**src/rtl/game_pkg.sv**
```systemverilog
// game_pkg: types and constants shared by the game-flow controller.
//   state_t  : game flow states
//   DEF_X_W  : default grid x coordinate width
//   DEF_Y_W  : default grid y coordinate width
//   LIVES_W  : width of the lives counter
package game_pkg;

  typedef enum logic [2:0] {
    INIT   = 3'd0,
    PLAY   = 3'd1,
    RESUME = 3'd2,
    OVER   = 3'd3,
    WIN    = 3'd4
  } state_t;

  localparam int DEF_X_W = 6;
  localparam int DEF_Y_W = 5;
  localparam int LIVES_W = 3;

endpackage

```
**src/rtl/game_state_ctrl_countdown_timer.sv**
```systemverilog
// countdown_timer: saturating down-counter with terminal-count flag.
//   clk_sys, rst_b : clock, async active-low reset
//   load           : load CYCLES-1 (wins over enable)
//   enable         : decrement by one while non-zero
//   clear          : force count to 0 (wins over load)
//   zero           : count == 0
module countdown_timer #(
  parameter int CYCLES = 4
) (
  input  logic clk_sys,
  input  logic rst_b,
  input  logic load,
  input  logic enable,
  input  logic clear,
  output logic zero
);

  localparam int W = $clog2(CYCLES > 2 ? CYCLES : 2);
  localparam logic [W-1:0] LOAD_VAL = W'(CYCLES - 1);

  logic [W-1:0] count;

  always_ff @(posedge clk_sys or negedge rst_b) begin
    if (!rst_b) begin
      count <= '0;
    end else if (clear) begin
      count <= '0;
    end else if (load) begin
      count <= LOAD_VAL;
    end else if (enable && count != '0) begin
      count <= count - W'(1);
    end
  end

  assign zero = (count == '0);

endmodule

```
**src/rtl/game_state_ctrl.sv**
```systemverilog
// game_state_ctrl: Pac-Man game-flow sequencer.
//   Inputs : CLOCK_50, reset_n, start (level), power_pill (pulse),
//            all_pills (level), pac_x/pac_y, ghost_x/ghost_y (ghost i in slice i)
//   Outputs: state, lives, sprite_reset, map_wr_reset, ghost_enable,
//            frightened, ghost_eaten (pulse per ghost), life_lost (pulse)
//
//   state  | meaning
//   INIT   | reload lives, hold sprites and map writer, wait for start
//   PLAY   | normal play, collisions cost a life or eat a ghost
//   RESUME | timed hold after a lost life, sprites parked at home
//   OVER   | no lives left, wait for a fresh start press
//   WIN    | all pills eaten, wait for a fresh start press
module game_state_ctrl
  import game_pkg::*;
#(
  parameter int NUM_GHOSTS    = 2,
  parameter int X_W           = DEF_X_W,
  parameter int Y_W           = DEF_Y_W,
  parameter int LIVES_INIT    = 3,
  parameter int RESUME_CYCLES = 250000000,
  parameter int POWER_CYCLES  = 400000000
) (
  input  logic                      CLOCK_50,
  input  logic                      reset_n,
  input  logic                      start,
  input  logic                      power_pill,
  input  logic                      all_pills,
  input  logic [X_W-1:0]            pac_x,
  input  logic [Y_W-1:0]            pac_y,
  input  logic [NUM_GHOSTS*X_W-1:0] ghost_x,
  input  logic [NUM_GHOSTS*Y_W-1:0] ghost_y,
  output state_t                    state,
  output logic [LIVES_W-1:0]        lives,
  output logic                      sprite_reset,
  output logic                      map_wr_reset,
  output logic                      ghost_enable,
  output logic                      frightened,
  output logic [NUM_GHOSTS-1:0]     ghost_eaten,
  output logic                      life_lost
);

  state_t                state_next;
  logic [LIVES_W-1:0]    lives_next;
  logic                  life_lost_next;
  logic [NUM_GHOSTS-1:0] eaten_next;
  logic [NUM_GHOSTS-1:0] coll, coll_q, hit;
  logic                  start_q;
  logic                  res_load, res_zero;
  logic                  pwr_load, pwr_zero;
  logic                  timers_clear;

  for (genvar g = 0; g < NUM_GHOSTS; g++) begin : g_coll
    assign coll[g] = (ghost_x[g*X_W +: X_W] == pac_x) &&
                     (ghost_y[g*Y_W +: Y_W] == pac_y);
  end

  // Only the first cycle of an overlap acts.
  assign hit = coll & ~coll_q;

  always_comb begin
    state_next     = state;
    lives_next     = lives;
    life_lost_next = 1'b0;
    eaten_next     = '0;
    res_load       = 1'b0;
    unique case (state)
      INIT: begin
        lives_next = LIVES_W'(LIVES_INIT);
        if (start) state_next = PLAY;
      end
      PLAY: begin
        if (all_pills) begin
          state_next = WIN;
        end else if (frightened) begin
          eaten_next = hit;
        end else if (|hit) begin
          life_lost_next = 1'b1;
          if (lives > LIVES_W'(1)) begin
            lives_next = lives - LIVES_W'(1);
            res_load   = 1'b1;
            state_next = RESUME;
          end else begin
            lives_next = '0;
            state_next = OVER;
          end
        end
      end
      RESUME: begin
        if (res_zero) state_next = PLAY;
      end
      OVER, WIN: begin
        // Edge-qualified so a start held from the last game is ignored.
        if (start && !start_q) state_next = INIT;
      end
      default: state_next = INIT;
    endcase
  end

  // A pill is dropped if the same cycle's hit or all_pills leaves PLAY.
  assign pwr_load     = (state == PLAY) && power_pill && (state_next == PLAY);
  assign timers_clear = (state_next == INIT) || (state_next == OVER) ||
                        (state_next == WIN);

  countdown_timer #(.CYCLES(RESUME_CYCLES)) u_resume_timer (
    .clk_sys (CLOCK_50),
    .rst_b   (reset_n),
    .load    (res_load),
    .enable  (state == RESUME),
    .clear   (timers_clear),
    .zero    (res_zero)
  );

  countdown_timer #(.CYCLES(POWER_CYCLES)) u_power_timer (
    .clk_sys (CLOCK_50),
    .rst_b   (reset_n),
    .load    (pwr_load),
    .enable  (state == PLAY),
    .clear   (timers_clear),
    .zero    (pwr_zero)
  );

  always_ff @(posedge CLOCK_50 or negedge reset_n) begin
    if (!reset_n) begin
      state       <= INIT;
      lives       <= LIVES_W'(LIVES_INIT);
      life_lost   <= 1'b0;
      ghost_eaten <= '0;
      coll_q      <= '0;
      start_q     <= 1'b0;
    end else begin
      state       <= state_next;
      lives       <= lives_next;
      life_lost   <= life_lost_next;
      ghost_eaten <= eaten_next;
      coll_q      <= coll;
      start_q     <= start;
    end
  end

  // Frightened drops on the PLAY cycle the timer already sits at zero, which
  // keeps it high for the full POWER_CYCLES after the load.
  always_ff @(posedge CLOCK_50 or negedge reset_n) begin
    if (!reset_n) begin
      frightened <= 1'b0;
    end else if (timers_clear) begin
      frightened <= 1'b0;
    end else if (pwr_load) begin
      frightened <= 1'b1;
    end else if (state == PLAY && pwr_zero) begin
      frightened <= 1'b0;
    end
  end

  always_comb begin
    sprite_reset = 1'b0;
    map_wr_reset = 1'b0;
    ghost_enable = 1'b0;
    unique case (state)
      INIT:      begin sprite_reset = 1'b1; map_wr_reset = 1'b1; end
      PLAY:      ghost_enable = 1'b1;
      RESUME:    sprite_reset = 1'b1;
      OVER, WIN: map_wr_reset = 1'b1;
      default:   begin sprite_reset = 1'b1; map_wr_reset = 1'b1; end
    endcase
  end

endmodule

```
**config.mk**
```make
export PLATFORM = sky130hd
export DESIGN_NAME = game_state_ctrl
export DESIGN_NICKNAME = d
export VERILOG_FILES = /design/src/rtl/game_pkg.sv /design/src/rtl/game_state_ctrl_countdown_timer.sv /design/src/rtl/game_state_ctrl.sv
export SDC_FILE = /design/constraint.sdc
export NUM_CORES = 1
export LEC_CHECK = 0
export CORE_UTILIZATION = 55
export CTS_CLUSTER_SIZE = 16
export DETAILED_ROUTE_END_ITERATION = 8
export PLACE_DENSITY = 0.8
export SKIP_CTS_REPAIR_TIMING = 1
export SLEW_MARGIN = 20
export SYNTH_ARGS = -nofsm -noshare
export SYNTH_HDL_FRONTEND = slang
export SYNTH_SLANG_ARGS = --single-unit
export TNS_END_PERCENT = 1
```
**constraint.sdc**
```tcl
create_clock -name CLOCK_50 -period 6.29 [get_ports CLOCK_50]
set_clock_uncertainty 0.15 [all_clocks]
set_input_delay 1.5725 -clock CLOCK_50 [delete_from_list [all_inputs] [get_ports CLOCK_50]]
set_output_delay 1.5725 -clock CLOCK_50 [all_outputs]
set_load 0.1 [all_outputs]
```
==> reports/results.txt <==
Core Area -> 6830 um^2
number of synthesized register bits -> 70
VDD IR max -> 0.000185 V
TritonCTS clock tree -> done
Final Cycle Share -> 77.7%
full die area -> 7460 um^2
via-per-instance ratio -> 5.69
DP Wirelength -> 6.05 mm
CTS max path bufs -> 2
layout cells sized above 1 -> 6.11%
Leak Pwr -> 0.00205 uW
Die Wd -> 86.4 um
Max-slew headroom -> 33.8%
nets -> 527
Detailed Routing Iterations Pass 1 -> 4
Clock transition at path regs -> 0.08 ns
Starting Density -> 57.3%
Syn Nets -> 477
DR iter-0 viols -> 177
Slew Viols, Final -> 0
CP max FO -> 22
antenna fix cells -> 0
initial antenna violation count -> 0
worst slack at placement -> 1.11 ns
synthesized area -> 3920 um^2
synth warn -> 0
Seq/Total Area, Yosys -> 44.8%
Hold Crit Class -> flip-flop to flip-flop
Tightest Pin Transition -> 0.990 ns
drt wl/cell -> 14.9 um
CP endpoint kind -> flip-flop
WP data arrival -> 4.93 ns
Cells after Synth -> 436
FP Rows -> 30
Final Hold Viols -> 0
Finished Layout Cells -> 587
most common flop cell mapped by yosys -> dfrtp_1
WL final -> 8.76 mm
# fillers -> 538
via count -> 3,339
Pwr per Cell Area -> 410 nW/um^2
Final ANT Viol Nets -> 0
Fin Hold WS -> 0.365 ns
final setup fails -> 0
GP Congestion -> 0.814
startpoint types -> input port
die height -> 86.4 um
flop2flop setup slack -> 2.19 ns
EDFF count, synth -> 0
status -> finished, final reports clean
asr flop ratio synth -> 100%
GRT Util Overall -> 25.9%
fmax -> 0.205 GHz
count of cell types in the netlist -> 50
Clock Sinks -> 70
Num CTS Buffers -> 9
first-pass GRT wire length -> 15.2 mm
syn avg cell area -> 8.98 um^2
io pins -> 51
Max H-tree Level -> 3
Tot Pwr -> 1920 uW
min cycle time layout -> 4.89 ns
setup TNS -> 0 ns
Clk Tree Root Cell -> clkbuf_8
vias in the first global route -> 3,395
total gr overflow -> 0
Placed Cells -> 571
synthesis-to-layout area growth -> 19.8%
largest net degree at the start of global routing -> 71
IO buf count -> 50
DR DRC count -> 0
maxcap violations -> 0
Clk Latency, worst-skew pair -> 0.36 ns
RSZ-0062 raised after global routing -> no
Data required, critical path -> 6.33 ns
Setup WS post-layout -> 1.40 ns
CP Class -> input port to flip-flop
[path summary, 6_finish.rpt]
path / start / cells after the start / to
worst max register to register: u_resume_timer.count[0]$_DFFE_PN0P_ / 9 / u_power_timer.count[5]$_DFFE_PN0P_
min in group asynchronous: reset_n / 2 / u_power_timer.count[21]$_DFFE_PN0P_
worst min-delay path: lives[0]$_DFFE_PN1P_ / 2 / lives[0]$_DFFE_PN1P_
worst min register to register: lives[0]$_DFFE_PN1P_ / 2 / lives[0]$_DFFE_PN1P_
max in group asynchronous: reset_n / 2 / u_resume_timer.count[20]$_DFFE_PN0P_
worst max-delay path: pac_x[5] / 8 / u_power_timer.count[0]$_DFFE_PN0P_
[where the power goes]
part           switching [uW]  leakage, uW  total (uW)  internal [uW]
clock                     186    0.0000914         369            183
combinational             615     0.000998         935            320
sequential               90.3     0.000958         620            530
[sequential cells by signal, indices dropped and copies added (netlist names)]
name	flops
lives	3
frightened	1
start_q	1
ghost_eaten	2
u_power_timer.count	29
coll_q	2
u_resume_timer.count	28
state	3
life_lost	1
[through the flow]
step                      utilization [%]  instance area [um^2]
after floorplan                         -                  3920
after global placement               65.8                  4490
after detailed placement             65.8                  4490
after CTS                            68.7                  4690
after global routing                 68.7                  4690
final                                68.7                  4690
[kinds of logic after synthesis]
kind of cell | Yosys count | synth area share, %
adders and majority gates | 3 | 0.959
DFF | 70 | 44.8
AOI/OAI and AO/OA | 95 | 14.5
buffers and inverters | 26 | 2.72
muxes | 1 | 0.256
xor gates and xnor gates | 56 | 12.5
and+or+nand+nor | 185 | 24.3
[layout by cell type, fill, tap and decap left out, drive strengths merged, types with 8 or more instances in the layout]
master / Yosys / final
a21oi: 31 / 31
clkbuf: 7 / 9
clkdlybuf4s50: 0 / 49
dfrtp: 68 / 68
inv: 12 / 12
nand2: 29 / 29
nand3: 12 / 12
nor2: 62 / 62
nor3: 20 / 20
nor4: 14 / 14
o211ai: 8 / 8
o21ai: 35 / 35
or4: 8 / 8
xnor2: 25 / 25
xor2: 31 / 31
[synth_stat cells, types with 2 or more instances]
cell / count / area, um^2
dfstp_2: 2 / 52.6
a31oi_1: 4 / 25.0
o21ai_0: 30 / 150
nor4b_1: 3 / 26.3
nand2_1: 29 / 109
o211ai_1: 8 / 60.1
nor4_2: 3 / 37.5
and2_1: 3 / 18.8
nor2b_1: 2 / 12.5
nor4_1: 11 / 68.8
a21oi_1: 31 / 155
or4_1: 7 / 52.6
ha_1: 3 / 37.5
o311ai_0: 4 / 35.0
dfrtp_1: 68 / 1700
nor3_1: 20 / 100
inv_1: 12 / 45.0
nor2_1: 62 / 233
clkbuf_1: 7 / 26.3
nand4_1: 3 / 18.8
xor2_1: 31 / 272
o21ai_1: 5 / 25.0
and3_1: 4 / 25.0
o41ai_1: 2 / 17.5
or2_2: 3 / 18.8
o31ai_1: 2 / 15.0
nand3_1: 12 / 60.1
nand2b_1: 7 / 43.8
or3_1: 7 / 43.8
xnor2_1: 25 / 219
buf_2: 7 / 35.0
[worst max-delay path, cell delays in order]
cell,delay (ns)
clkdlybuf4s50_1,0.45
xor2_1,0.18
nor4_1,0.40
nor4bb_1,0.64
o21ai_0,0.31
and3b_1,0.49
nand2_1,0.67
o21ai_0,0.21
[layout make-up]
type / count / area (um^2) / area share (%)
multi-input cells: 340 / 2050 / 43.8
well taps: 96 / 120 / 2.56
flip-flops and latches: 70 / 1750 / 37.4
repair buffers: 53 / 518 / 11.0
clock buffers: 9 / 124 / 2.64
clock inverters: 7 / 75.1 / 1.60
inverters: 12 / 45.0 / 0.960
[metal layers]
layer  vias up  wire length, um  global-route usage [%]
met5         -                0                       0
met2        49             4340                    44.0
met1      1618             4040                    33.0
met4         0              184                    12.1
li1       1655                -                       -
met3        17              191                    3.52
Power figures use the tool's default switching activity.
